<file path="src/rtl/addsub_pkg.sv">
// Shared types and the width-generic saturating add helper for addsub_pipe.
package addsub_pkg;

    typedef enum logic [1:0] {
        OP_ADD  = 2'b00,
        OP_SUB  = 2'b01,
        OP_PADD = 2'b10,
        OP_RED  = 2'b11
    } op_e;

    typedef enum logic {
        IDLE    = 1'b0,
        RED_ACC = 1'b1
    } state_e;

    localparam int unsigned SAT_MAXW = 64;

    // sat sits in the LSB so callers can take the low (w+1) bits as {sum, sat}.
    typedef struct packed {
        logic [SAT_MAXW-1:0] sum;
        logic                sat;
    } sat_res_t;

    // Operands arrive sign-extended to SAT_MAXW; w is the logical width (w <= SAT_MAXW-2).
    function automatic sat_res_t sat_add(
        input logic signed [SAT_MAXW-1:0] x,
        input logic signed [SAT_MAXW-1:0] y,
        input logic                       cin,
        input int unsigned                w
    );
        logic signed [SAT_MAXW-1:0] full;
        logic signed [SAT_MAXW-1:0] hi;
        logic signed [SAT_MAXW-1:0] lo;
        sat_res_t r;
        full = x + y + signed'({{(SAT_MAXW-1){1'b0}}, cin});
        hi   = signed'((SAT_MAXW'(1) << (w - 1)) - SAT_MAXW'(1));
        lo   = ~hi;
        r.sat = (full > hi) || (full < lo);
        if (full > hi) begin
            r.sum = hi;
        end else if (full < lo) begin
            r.sum = lo;
        end else begin
            r.sum = full;
        end
        return r;
    endfunction

endpackage

</file>
<file path="src/rtl/addsub_pipe_sat_lane.sv">
// Combinational signed saturating adder: sum = sat(a + b + cin) at width W.
module sat_lane
    import addsub_pkg::*;
#(
    parameter int unsigned W = 16
) (
    input  logic [W-1:0] a,
    input  logic [W-1:0] b,
    input  logic         cin,
    output logic [W-1:0] sum,
    output logic         sat
);

    logic signed [SAT_MAXW-1:0] xa;
    logic signed [SAT_MAXW-1:0] xb;

    assign xa = {{(SAT_MAXW-W){a[W-1]}}, a};
    assign xb = {{(SAT_MAXW-W){b[W-1]}}, b};

    assign {sum, sat} = (W+1)'(sat_add(xa, xb, cin, W));

endmodule

</file>
<file path="src/rtl/addsub_pipe.sv">
// Registered saturating add/sub unit: ADD, SUB, lane-parallel PADD and multi-cycle
// byte-chunk reduction RED, with valid/ready on both sides.
module addsub_pipe
    import addsub_pkg::*;
#(
    parameter int unsigned WIDTH  = 16,
    parameter int unsigned LANE_W = 4,
    parameter int unsigned RED_W  = 8
) (
    input  logic             clk,
    input  logic             rst,
    input  logic             in_valid,
    output logic             in_ready,
    input  logic [1:0]       op,
    input  logic [WIDTH-1:0] a,
    input  logic [WIDTH-1:0] b,
    output logic             out_valid,
    input  logic             out_ready,
    output logic [WIDTH-1:0] s,
    output logic             ovf,
    output logic             zero,
    output logic             neg
);

    localparam int unsigned NCHUNK = WIDTH / RED_W;
    localparam int unsigned NLANE  = WIDTH / LANE_W;
    localparam int unsigned ACC_W  = RED_W + $clog2(2 * NCHUNK) + 1;
    localparam int unsigned CNT_W  = (NCHUNK > 1) ? $clog2(NCHUNK) : 1;
    localparam logic [CNT_W-1:0] LAST = CNT_W'(NCHUNK - 1);

    state_e state, state_nx;
    op_e    opc;

    logic                    out_free;
    logic                    accept;
    logic                    red_step;
    logic                    red_done;
    logic [CNT_W-1:0]        cnt;
    logic [WIDTH-1:0]        a_r, b_r;
    logic signed [ACC_W-1:0] acc, acc_nx;
    logic [WIDTH-1:0]        full_b, full_sum, lane_sum, alu_s, red_s;
    logic                    full_sat, alu_ovf;
    logic [NLANE-1:0]        lane_sat;

    assign opc      = op_e'(op);
    assign out_free = !out_valid || out_ready;
    assign accept   = in_valid && in_ready;

    always_ff @(posedge clk) begin
        if (rst) begin
            state <= IDLE;
        end else begin
            state <= state_nx;
        end
    end

    always_comb begin
        state_nx = state;
        case (state)
            IDLE:    if (accept && opc == OP_RED) state_nx = RED_ACC;
            RED_ACC: if (red_done) state_nx = IDLE;
            default: state_nx = IDLE;
        endcase
    end

    // The final RED step stalls in place until the output register is free.
    always_comb begin
        in_ready = 1'b0;
        red_step = 1'b0;
        red_done = 1'b0;
        case (state)
            IDLE: in_ready = out_free;
            RED_ACC: begin
                red_done = (cnt == LAST) && out_free;
                red_step = (cnt != LAST) || out_free;
            end
            default: ;
        endcase
    end

    // SUB reuses the full-width adder as a + ~b + 1.
    assign full_b = (opc == OP_SUB) ? ~b : b;

    sat_lane #(.W(WIDTH)) u_full (
        .a   (a),
        .b   (full_b),
        .cin (opc == OP_SUB),
        .sum (full_sum),
        .sat (full_sat)
    );

    for (genvar i = 0; i < int'(NLANE); i++) begin : g_lane
        sat_lane #(.W(LANE_W)) u_lane (
            .a   (a[i*LANE_W +: LANE_W]),
            .b   (b[i*LANE_W +: LANE_W]),
            .cin (1'b0),
            .sum (lane_sum[i*LANE_W +: LANE_W]),
            .sat (lane_sat[i])
        );
    end

    assign alu_s   = (opc == OP_PADD) ? lane_sum : full_sum;
    assign alu_ovf = (opc == OP_PADD) ? |lane_sat : full_sat;

    assign acc_nx = acc + ACC_W'(signed'(a_r[RED_W-1:0])) + ACC_W'(signed'(b_r[RED_W-1:0]));
    assign red_s  = WIDTH'(acc_nx);

    always_ff @(posedge clk) begin
        if (rst) begin
            acc <= '0;
            cnt <= '0;
            a_r <= '0;
            b_r <= '0;
        end else if (accept && opc == OP_RED) begin
            acc <= '0;
            cnt <= '0;
            a_r <= a;
            b_r <= b;
        end else if (red_step) begin
            acc <= acc_nx;
            cnt <= cnt + CNT_W'(1);
            a_r <= a_r >> RED_W;
            b_r <= b_r >> RED_W;
        end
    end

    always_ff @(posedge clk) begin
        if (rst) begin
            out_valid <= 1'b0;
            s         <= '0;
            ovf       <= 1'b0;
            zero      <= 1'b0;
            neg       <= 1'b0;
        end else if (red_done) begin
            out_valid <= 1'b1;
            s         <= red_s;
            ovf       <= 1'b0;
            zero      <= (red_s == '0);
            neg       <= red_s[WIDTH-1];
        end else if (accept && opc != OP_RED) begin
            out_valid <= 1'b1;
            s         <= alu_s;
            ovf       <= alu_ovf;
            zero      <= (alu_s == '0);
            neg       <= alu_s[WIDTH-1];
        end else if (out_ready) begin
            out_valid <= 1'b0;
        end
    end

endmodule
</file>
<file path="config.mk">
export PLATFORM = sky130hd
export DESIGN_NAME = addsub_pipe
export DESIGN_NICKNAME = d
export VERILOG_FILES = /design/src/rtl/addsub_pkg.sv /design/src/rtl/addsub_pipe_sat_lane.sv /design/src/rtl/addsub_pipe.sv
export SDC_FILE = /design/constraint.sdc
export NUM_CORES = 1
export LEC_CHECK = 0
export ABC_AREA = 1
export BUFFER_PORTS_ARGS = -buffer_cell sky130_fd_sc_hd__clkbuf_2
export CAP_MARGIN = 30
export CORE_UTILIZATION = 65
export CTS_CLUSTER_DIAMETER = 60
export CTS_CLUSTER_SIZE = 40
export DETAILED_ROUTE_END_ITERATION = 10
export PLACE_DENSITY_LB_ADDON = 0.1
export SLEW_MARGIN = 20
export SYNTH_ARGS = -nofsm -noshare
export SYNTH_HDL_FRONTEND = slang
export SYNTH_HIERARCHICAL = 1
export SYNTH_SLANG_ARGS = --single-unit
</file>
<file path="constraint.sdc">
create_clock -name clk -period 7.18 [get_ports clk]
set_clock_uncertainty 0.1 [all_clocks]
set_input_delay 1.436 -clock clk [delete_from_list [all_inputs] [get_ports clk]]
set_output_delay 1.436 -clock clk [all_outputs]
set_load 0.01 [all_outputs]
</file>
==> results of run 1 <==
## stage by stage
stage	total power (µW)	hold WS [ns]	std cells
floorplan	818	0.339	927
CTS	1260	0.366	1086
finish	1270	0.367	1087
detailed placement	940	0.356	1071
global route	1350	0.385	1087
global placement	925	0.350	1071
## cell usage after synthesis (5+ instances only)
master / n
a31oi_1: 22
xor2_1: 31
inv_1: 121
nand3_2: 7
fa_1: 21
ha_1: 37
o21ai_2: 10
buf_2: 8
buf_4: 5
dfxtp_1: 64
nand2_1: 346
clkbuf_1: 5
a21oi_2: 8
nor2_2: 7
nor2_1: 50
nand2_2: 20
o21ai_0: 21
inv_2: 8
a21oi_1: 48
nand3_1: 37
## routing by layer
metal	vias to the layer above	share of wire [%]	track usage, %
li1	2990	-	-
met1	2739	43	44.8
met2	243	47	60.3
met3	54	6.2	4.94
met4	0	4.0	15.8
met5	-	0	0
## worst max-delay path by stage
stage	startpoint	to	slack [ns]
final	op[0]	zero	2.53
after global routing	op[0]	zero	2.11
after CTS	op[0]	zero	2.59
after detailed placement	op[0]	zero	2.25
after global placement	op[0]	zero	2.40
after floorplan	op[0]	zero	2.75
## power groups by stage
stage | logic (µW) | clock network (µW) | registers (µW)
global route | 620 | 337 | 395
floorplan | 415 | 0 | 403
finish | 555 | 321 | 393
CTS | 542 | 320 | 393
global placement | 525 | 0 | 400
detailed placement | 539 | 0 | 401
## cells by family (layout without fill, tap and decap cells)
logic type	Yosys count	count (layout)	share of synthesized area (%)
DFF	64	64	21.3
and+or+nand+nor	491	491	34.8
buffers and inverters	152	204	11.1
adders and majority gates	58	58	14.7
other	1	4	0.0624
AOI/OAI and AO/OA	125	125	13.3
xor gates and xnor gates	33	33	4.81
## final cells by class
class / instances / area [µm²] / area share [%]
clock buffer: 12 / 165 / 2.54
clock inverter: 3 / 40.0 / 0.617
inverter: 129 / 484 / 7.46
multi-input combinational: 711 / 4070 / 62.7
sequential: 64 / 1280 / 19.7
tap: 108 / 135 / 2.08
timing repair buffer: 60 / 313 / 4.82
## worst min-delay path, cell delays in order, from the launching register on
cell     delay [ns]
dfxtp_1        0.31
nand2_1        0.06
a21oi_1        0.05
## flip-flops by register name, summed over array words and instances, names as in the netlist
register	cells
a_r	16
acc	11
b_r	16
cnt	1
out_valid	1
ovf	1
s	16
state	1
zero	1
==> results.md, run 1 <==
* Outcome: finished, violations left
* Failing checks: design-rule violations
* Rel. slew slack at 35.8%
* Hold-fix buffer count after cts at 0
* Antenna cell count at 0
* Hold EP: b_r[11]
* RR Endpoint: zero
* Cts bufs inserted at 9
* Row cnt at 34
* Max cap viols at 0
* Core area at 8850 µm²
* Buf/Inv on CP at 7
* Number of I/O pins at 59
* Pint at 753 µW
* Peak Freq at 0.215 GHz
* Clock sink count at 64
* Top_reg_cell synth: dfxtp_1
* Setup TNS Final at 0 ns
* Synth unique cells at 44
* Worst-Skew Late Latency at 0.34 ns
* CP required at 7.35 ns
* Post-DP Area at 6270 µm²
* Peak supply drop at 0.0986 mV
* Placer Congestion at 0.937
* Sequential share of power at 31.0%
* Crit path top cell by count: nand2_1
* Crit path max-delay family: simple AND/OR/NAND/NOR gates
* Crit path depth at 29
* RSZ-0062 raised after global routing: false
* Hold Crit Depth at 2
* P&R area growth vs syn at 8.04%
* Syn avg cell area at 6.50 µm²
* Register area share after synthesis at 21.3%
* IO Port Bufs at 58
* Area contributors post-synth: nand2_1 22%, dfxtp_1 21%, ha_1 7.7%
* Reg2reg path depth at 17
* Commonest non-fill, non-tap cell in the layout: nand2_1
* Layout cells sized above 1 at 15.2%
* Final setup vio count at 0
* CP Class: primary input to flop
* Nets at 1071
* First-pass GRT wire length at 27500 µm
* RR Startpoint: a_r[0]
* Design Area, Final at 6490 µm²
* Hold Path Class: flop to flop
* GRT Util Overall at 35.5%
* Final WL at 16400 µm
* Die width at 98.2 µm
* Syn Inst Count at 924
* Drt wl/cell at 15.1 µm
* ANT nets after route at 0
* Cell Area, Synth at 6010 µm²
* Worst Tran Pin Value at 0.962 ns
* Vias per cell at 5.54
* # DRC at 2
* Sw frac at 40.7%
* Crit path DAT at 4.82 ns
* Initial antenna violation count at 0
* Switch Pwr at 516 µW
* Most frequent cells in the layout: 346 x nand2_1, 121 x inv_1, 64 x dfxtp_1
* Root Driver: clkbuf_8
* Worst slack, placed at 2.25 ns
* Clock power frac at 25.3%
* R2r setup slk at 4.47 ns
* CTS tree: built
* First-pass iteration count of the detailed router at 11
* Final max-slew violation count at 0
* Comb pwr share at 43.7%
* Die height at 98.2 µm
* Synth async-reset ratio at 0%
* Die Area at 9630 µm²
* Setup slack after layout at 2.53 ns
* Initial Util at 67.9%
* Power Density at 196 nW/µm²
* CP max FO at 17
* Fill count at 770
* DR iter-0 viols at 483
* Leakage power at 0.00347 µW
* Fin crit share at 64.8%
* Largest net degree at the start of global routing at 45
* Final core utilization at 73.4%
* Fin. Hold Viols at 0
* Fin crit period at 4.65 ns
* Resized Gates After CTS at 0
* Max incr delay on CP at 0.38 ns
* HPWL Detailed at 13400 µm
* Max stage delay cell, worst path: fa_1
* H-tree levels at 3
* Startpoint Class: primary input
* Max clock buf depth at 2
* Number of global-route vias before repair at 5881
* Total grt overflow at 0
* Post-CTS Setup Repair Bufs at 0
* Largest area contributor in the netlist: nand2_1
* CP Capture Type: flop
* Vias at 6026
* Clk slew on worst S/H paths at 0.07 ns
* Synthesized flop and latch total at 64
* Synth top area share at 21.6%
* Warnings from Yosys at 6
* Number of synthesized flops with an enable pin at 0
* Min-delay src: b_r[11]
(Power assumes the default switching activity.)
==> inputs of run 2 (changes only) <==
--- a/config.mk
+++ b/config.mk
@@ -5,10 +5,10 @@
 export SDC_FILE = /design/constraint.sdc
 export NUM_CORES = 1
 export LEC_CHECK = 0
-export ABC_AREA = 1
+export ABC_AREA = 0
 export BUFFER_PORTS_ARGS = -buffer_cell sky130_fd_sc_hd__clkbuf_2
 export CAP_MARGIN = 30
-export CORE_UTILIZATION = 65
+export CORE_UTILIZATION = 61
 export CTS_CLUSTER_DIAMETER = 60
 export CTS_CLUSTER_SIZE = 40
 export DETAILED_ROUTE_END_ITERATION = 10
==> constraint.sdc (replaced) <==
create_clock -name clk -period 4.45 [get_ports clk]
set_clock_uncertainty 0.1 [all_clocks]
set_input_delay 0.89 -clock clk [delete_from_list [all_inputs] [get_ports clk]]
set_output_delay 0.89 -clock clk [all_outputs]
set_load 0.01 [all_outputs]
==> run 2 against run 1 <==
Against the previous run:
- the run now ends clean
- combinational power rose by 120%
- via count rose by 6.4%
- non-clock buffer count rose by 99
- first-iteration DRC count rose by 9.7%
- sequential power rose by 62%
- sequential share of layout area fell by 2.0 points
- flip-flop and latch count did not move
- hold slack improved by 0.011 ns
- routed wire length rose by 14%
- register-to-register slack got worse by 3.2 ns
- core utilization rose by 4.6 points
- largest power group unchanged
- worst setup slack got worse by 2.4 ns
==> results.md, run 2 <==
* Cell Area, Synth at 5880 µm² (-2.1%)
* ANT nets after route at 0 (unchanged)
* Top post-synthesis cells by count: 96 x nand2_1, 81 x nor2_1, 64 x dfxtp_1
* Startpoint Class: primary input
* Final max-slew violation count at 0 (unchanged)
* Synthesized flop and latch total at 64 (unchanged)
* Placed insts at 1006 (-6.1%)
* Die height at 100 µm (+2.1%)
* Adder-Cell Fraction of Synth Area at 15.0% (+0.32 points)
* Synth unique cells at 64 (+45%)
* Root Driver: clkbuf_8
* Critical path cell sequence: clkbuf_2, nand2b_4, buf_8, xnor2_1, ha_1, or4_4, o21ai_4, o21ai_2, a41oi_2, buf_4, buf_4, and2b_1, o21ai_1, o211ai_1, nor4_1, nand4_1, nor2_1, o21ai_1, a2111oi_2, a31o_1
* Post-synthesis xor/xnor area fraction at 6.55% (+1.7 points)
* DR iter-0 viols at 530 (+9.7%)
* Total grt overflow at 0 (unchanged)
* Nets at 988 (-7.7%)
* Max incr delay on CP at 0.56 ns (+0.18 ns)
* Layout cells sized above 1 at 26.0% (+11 points)
* CP required at 4.65 ns (-2.70 ns)
* Number of global-route vias before repair at 6019 (+2.3%)
* CP Capture Type: flop
* Worst-Skew Late Latency at 0.36 ns (+0.02 ns)
* CP Class: primary input to flop
* Crit path DAT at 4.53 ns (-0.29 ns)
* Largest area contributor in the netlist: dfxtp_1
* Row cnt at 35 (+2.9%)
* Footprint of the multi-input gates at 4400 µm² (+8.0%)
* Fin crit period at 4.33 ns
* Launching element of the worst setup path: op[1]
* Synth async-reset ratio at 0% (unchanged)
* Setup slack after layout at 0.115 ns (-2.41 ns)
* Peak supply drop at 0.227 mV (+130%)
* Max stage delay cell, worst path: or4_4
* Number of synthesized flops with an enable pin at 0 (unchanged)
* Clk slew on worst S/H paths at 0.07 ns (about the same)
* IO Port Bufs at 58 (unchanged)
* Area contributors post-synth: dfxtp_1 22%, ha_1 7.9%, fa_1 7.1%
* Crit path depth at 20 (-31%)
* Vias per cell at 6.26 (+13%)
* Top_reg_cell synth: dfxtp_1
* Commonest non-fill, non-tap cell in the layout: buf_4
* Fill count at 712 (-7.5%)
* Worst Tran Pin Value at 0.987 ns (+0.0250 ns)
* Largest family of logic cells by synthesized area: compound AO/OA/AOI/OAI gates
* Hold Crit Depth at 2 (unchanged)
* Antenna cell count at 0 (unchanged)
* Comb pwr share at 52.9% (+9.2 points)
* Peak Freq at 0.231 GHz
* Switch Pwr at 942 µW (+82%)
* Max cap viols at 0 (unchanged)
* CP max FO at 14 (-3)
* Clock power frac at 19.7% (-5.6 points)
* Sw frac at 40.5% (-0.12 points)
* Hold Path Class: flop to flop
* Top-count cell post-synth: nand2_1
* RR Startpoint: a_r[1]
* Max clock buf depth at 2 (unchanged)
* Design Area, Final at 7240 µm² (+12%)
* Fin. Hold Viols at 0 (unchanged)
* Initial Util at 63.3% (-4.6 points)
* Number of I/O pins at 59 (unchanged)
* Synth top area share at 21.8% (+0.18 points)
* CTS tree: built
* Largest registers: a_r: 16 flops, b_r: 16 flops, s: 16 flops
* Die width at 100 µm (+2.1%)
* Power Density at 321 nW/µm² (+64%)
* Final core utilization at 78.0% (+4.6 points)
* Sequential cell area at 1280 µm² (unchanged)
* Leakage power at 0.00313 µW (-10%)
* HPWL Detailed at 14700 µm (+10%)
* # DRC at 0 (-2)
* Rel. slew slack at 33.4% (-2.4 points)
* Cts bufs inserted at 9 (unchanged)
* Outcome: completed
* Syn avg cell area at 7.72 µm² (+19%)
* Register area share after synthesis at 21.8% (+0.47 points)
* Drt wl/cell at 18.4 µm (+22%)
* Post-DP Area at 6900 µm² (+10%)
* Largest net degree at the start of global routing at 35 (-22%)
* Syn Inst Count at 762 (-18%)
* Mux share of post-synthesis cell area at 2.13% (+2.1 points)
* Fin crit share at 97.4%
* Buf/Inv on CP at 4 (-3)
* Min-delay src: acc[6]
* Final WL at 18800 µm (+14%)
* First-pass GRT wire length at 29800 µm (+8.3%)
* Die Area at 10000 µm² (+4.2%)
* Placer Congestion at 0.978 (+4.4%)
* Setup TNS Final at 0 ns (unchanged)
* First-pass iteration count of the detailed router at 7 (-4)
* Worst slack, placed at -0.436 ns (-2.68 ns)
* Initial antenna violation count at 0 (unchanged)
* Clock sink count at 64 (unchanged)
* P&R area growth vs syn at 23.2%
* Finished Layout Cells at 1024 (-5.8%)
* Synth Area in Compound Gates at 28.1% (+15 points)
* Final setup vio count at 0 (unchanged)
* GRT Util Overall at 38.3% (+2.8 points)
* RSZ-0062 raised after global routing: true
* Most frequent cells in the layout: 99 x buf_4, 96 x nand2_1, 81 x nor2_1
* Vias at 6411 (+6.4%)
* Core area at 9280 µm² (+4.9%)
* Pint at 1380 µW (+83%)
* H-tree levels at 3 (unchanged)
* Synth Area in Simple Gates at 20.0% (-15 points)
* Sequential share of power at 27.4% (-3.6 points)
* Warnings from Yosys at 6 (unchanged)
* Reg2reg path depth at 10 (-7)
* Crit path max-delay family: simple AND/OR/NAND/NOR gates
-- run 2: changes by cell type after synthesis, sizes merged, moves of 16 or more --
cell    before  now
nand2      369   97
a311oi       0   18
nand2b       0   16
nor2        59   81
clkbuf       6   32
a22oi        0   16
xnor2        2   29
nand3       44   18
xor2        31   15
inv        129   44
-- run 2: metal layers --
| metal | part of all wire (%) | global-route usage, % | up-vias |
|---|---|---|---|
| li1 | - | - | 2995 |
| met2 | 47 | 62.6 | 303 |
| met3 | 8.5 | 7.03 | 74 |
| met1 | 41 | 50.0 | 3039 |
| met4 | 3.5 | 15.6 | 0 |
| met5 | 0 | 0 | - |
-- run 2: layout make-up --
| class | instances | area share (%) |
|---|---|---|
| multi-input combinational | 614 | 60.8 |
| sequential | 64 | 17.7 |
| timing repair buffer | 159 | 14.7 |
| inverter | 44 | 2.28 |
| tap | 129 | 2.23 |
| clock buffer | 11 | 2.09 |
| clock inverter | 3 | 0.259 |
-- run 2: stage by stage --
stage	power [µW]	hold WS [ns]
after floorplan	1330	0.350
after global placement	1750	0.361
after detailed placement	1780	0.367
after CTS	2240	0.377
after global routing	2440	0.398
final	2320	0.378
-- run 2: final timing paths --
path	end	slack, ns
hold / removal	acc[6]	0.38
hold reg to reg	acc[6]	0.38
setup / recovery	zero	0.12
setup reg to reg	zero	1.30
-- run 2: cell families after synthesis --
family | count (synthesis)
other cells | 1
mux | 12
xor+xnor | 44
fa+ha+maj | 58
compound gates | 233
buf+inv | 87
flops | 64
simple gates | 263
-- run 2: what timing repair did --
action                     4_1_cts  5_1_grt
setup endpoints to repair        1        2
pin swaps                        1        8
setup buffers                    0        3
gates resized for setup          5       21
hold buffers                     0        0
cloned                           0        0
-- run 2: worst min-delay path: cells and delay by family (launching register included) --
family / cells / cell delay [ns]
AND/OR/NAND/NOR: 1 / 0.06
flip-flops: 1 / 0.33
AO/OA/AOI/OAI: 1 / 0.05
-- run 2: power groups by stage --
stage | Combinational (µW) | Clock [µW] | Sequential (µW)
final | 1230 | 458 | 636
after global routing | 1330 | 475 | 640
after CTS | 1150 | 455 | 636
after detailed placement | 1130 | 0 | 648
after global placement | 1100 | 0 | 647
after floorplan | 679 | 0 | 652
==> inputs of run 3 (changes only) <==
--- a/config.mk
+++ b/config.mk
@@ -13,6 +13,7 @@
 export CTS_CLUSTER_SIZE = 40
 export DETAILED_ROUTE_END_ITERATION = 10
 export PLACE_DENSITY_LB_ADDON = 0.1
+export SETUP_SLACK_MARGIN = 0.3
 export SLEW_MARGIN = 20
 export SYNTH_ARGS = -nofsm -noshare
 export SYNTH_HDL_FRONTEND = slang
==> run 3 against run 2 <==
Against the previous run:
- clock power about the same
- register-to-register slack barely moved
- maximum frequency rose by 0.82%
- cell count increased by 0.29%
- die area unchanged
- via count grew 0.14%
- worst setup slack improved by 0.035 ns
- sequential share of layout area shrank 0.097 points
- routed wire length hardly changed
- design area rose by 0.55%
- sequential power hardly changed
==> results.md, run 3 (synthesis gave the netlist of run 2 again) <==
* Max clock buf depth at 2 (unchanged)
* CP Class: primary input to flop
* CP required at 4.65 ns (about the same)
* Fin crit period at 4.30 ns (-0.0351 ns)
* Startpoint Class: primary input
* IO Port Bufs at 58 (unchanged)
* Clk slew on worst S/H paths at 0.07 ns (about the same)
* H-tree levels at 3 (unchanged)
* P&R area growth vs syn at 23.9%
* CP Capture Type: flop
* Die width at 100 µm (unchanged)
* Fin. Hold Viols at 0 (unchanged)
* Launching element of the worst setup path: op[1]
* Final WL at 18800 µm (about the same)
* Core area at 9280 µm² (unchanged)
* Row cnt at 35 (unchanged)
* Critical path cell sequence: buf_6, nand2b_4, xnor2_2, inv_2, fa_2, inv_2, fa_2, a211oi_2, o21ai_2, o221a_4, o21ai_4, o31a_4, nand2b_4, buf_4, o221ai_1, nor4_1, nand4_1, nor2_1, o21ai_1, a2111oi_2, a31o_1
* Hold-fix buffer count after cts at 0 (unchanged)
* DR iter-0 viols at 566 (+6.8%)
* RSZ-0062 raised after global routing: true
* Worst-Skew Late Latency at 0.36 ns (about the same)
* CTS tree: built
* ANT nets after route at 0 (unchanged)
* Worst Tran Pin Value at 0.978 ns (-0.00871 ns)
* Placer Congestion at 0.978 (unchanged)
* Fin crit share at 96.6% (-0.79 points)
* Total grt overflow at 0 (unchanged)
* HPWL Detailed at 14700 µm (unchanged)
* Die height at 100 µm (unchanged)
* Setup TNS Final at 0 ns (unchanged)
* First-pass iteration count of the detailed router at 5 (-2)
* Root Driver: clkbuf_8
* Peak Freq at 0.233 GHz (+0.82%)
* Max cap viols at 0 (unchanged)
* CP max FO at 5 (-9)
* Layout cells sized above 1 at 26.8% (+0.80 points)
* WL met3 at 1770 µm (+11%)
* Placed insts at 1006 (unchanged)
* Vias per cell at 6.25 (-0.15%)
* M1 WL at 7530 µm (-2.4%)
* Hold Path Class: flop to flop
* Crit path max-delay family: compound AO/OA/AOI/OAI gates
* Initial Util at 63.3% (unchanged)
* Final setup vio count at 0 (unchanged)
* Leakage power at 0.00314 µW (+0.51%)
* Die Area at 10000 µm² (unchanged)
* Power Density at 320 nW/µm² (-0.10%)
* First-pass GRT wire length at 29900 µm (+0.35%)
* GRT Util Overall at 38.4% (+0.095 points)
* Finished Layout Cells at 1027 (+0.29%)
* Initial antenna violation count at 0 (unchanged)
* Peak supply drop at 0.228 mV (+0.40%)
* Crit path DAT at 4.50 ns (-0.03 ns)
* Largest registers: a_r: 16 flops, b_r: 16 flops, s: 16 flops
* Setup slack after layout at 0.151 ns (+0.0351 ns)
* Number of global-route vias before repair at 6031 (+0.20%)
* Met2 Wirelength at 8870 µm (+0.17%)
* # DRC at 0 (unchanged)
* Pwr Total at 2330 µW (+0.45%)
* Max incr delay on CP at 0.36 ns (-0.20 ns)
* Outcome: completed
* Worst slack, placed at -0.436 ns (unchanged)
* Rel. slew slack at 34.0% (+0.59 points)
* Fill count at 698 (-2.0%)
* RR Startpoint: a_r[1]
* Vias at 6420 (+0.14%)
* Most frequent cells in the layout: 102 x buf_4, 96 x nand2_1, 81 x nor2_1
* Drt wl/cell at 18.3 µm (-0.30%)
* DR top layer: met4
* Final core utilization at 78.5% (+0.43 points)
* Commonest non-fill, non-tap cell in the layout: buf_4
* Max stage delay cell, worst path: fa_2
* Cts bufs inserted at 9 (unchanged)
* Number of I/O pins at 59 (unchanged)
* Nets at 991 (+0.30%)
* Buf/Inv on CP at 4 (unchanged)
* Largest net degree at the start of global routing at 35 (unchanged)
* Final max-slew violation count at 0 (unchanged)
* Clock sink count at 64 (unchanged)
* Min-delay src: acc[6]
* Antenna cell count at 0 (unchanged)
run 3: cell count changes in the layout (fill, tap and decap cells not counted), moves of 2 or more:
cell     before  now
buf_6         0    2
a21oi_2      12   14
buf_4        99  102
a21oi_1      45   43
run 3: worst paths after layout:
kind             to  slack (ns)  cells after the start
min reg2reg  acc[6]        0.38                      2
max            zero        0.15                     21
max reg2reg    zero        1.31                     10
min          acc[6]        0.38                      2
run 3: through the flow:
step                      area [µm²]  hold WS (ns)
final                           7280         0.378
after global routing            7280         0.398
after CTS                       7190         0.377
after detailed placement        6900         0.367
after global placement          6900         0.361
after floorplan                 5960         0.350
run 3: what timing repair did:
action                                  CTS  global route
setup buffers                             3             3
resized for setup                        17            15
pin swaps                                12            19
endpoints found under the setup margin    2            11
run 3: tightest hold or removal path, cell delays in order, from the launching register on:
cell     delay (ns)
dfxtp_1        0.33
nand2_1        0.06
a21oi_1        0.05
run 3: area by class of cell:
cell class	instances	area (µm²)	share of cell area (%)
Multi-Input combinational cell	614	4420	60.6
Sequential cell	64	1280	17.6
Timing Repair Buffer	162	1090	14.9
Inverter	44	165	2.27
Tap cell	129	161	2.22
Clock buffer	11	151	2.08
Clock inverter	3	18.8	0.258
run 3: where the power goes:
group	internal (µW)	total (µW)	leakage [µW]	switching (µW)
Sequential	610	636	0.000522	26.7
Combinational	558	1240	0.00253	682
Clock	225	457	0.0000910	232
run 3: layer usage:
metal | up-vias | global-route usage (%)
met5 | - | 0
met4 | 0 | 14.8
met3 | 62 | 7.24
met2 | 330 | 63.3
met1 | 3025 | 49.8
li1 | 3003 | -
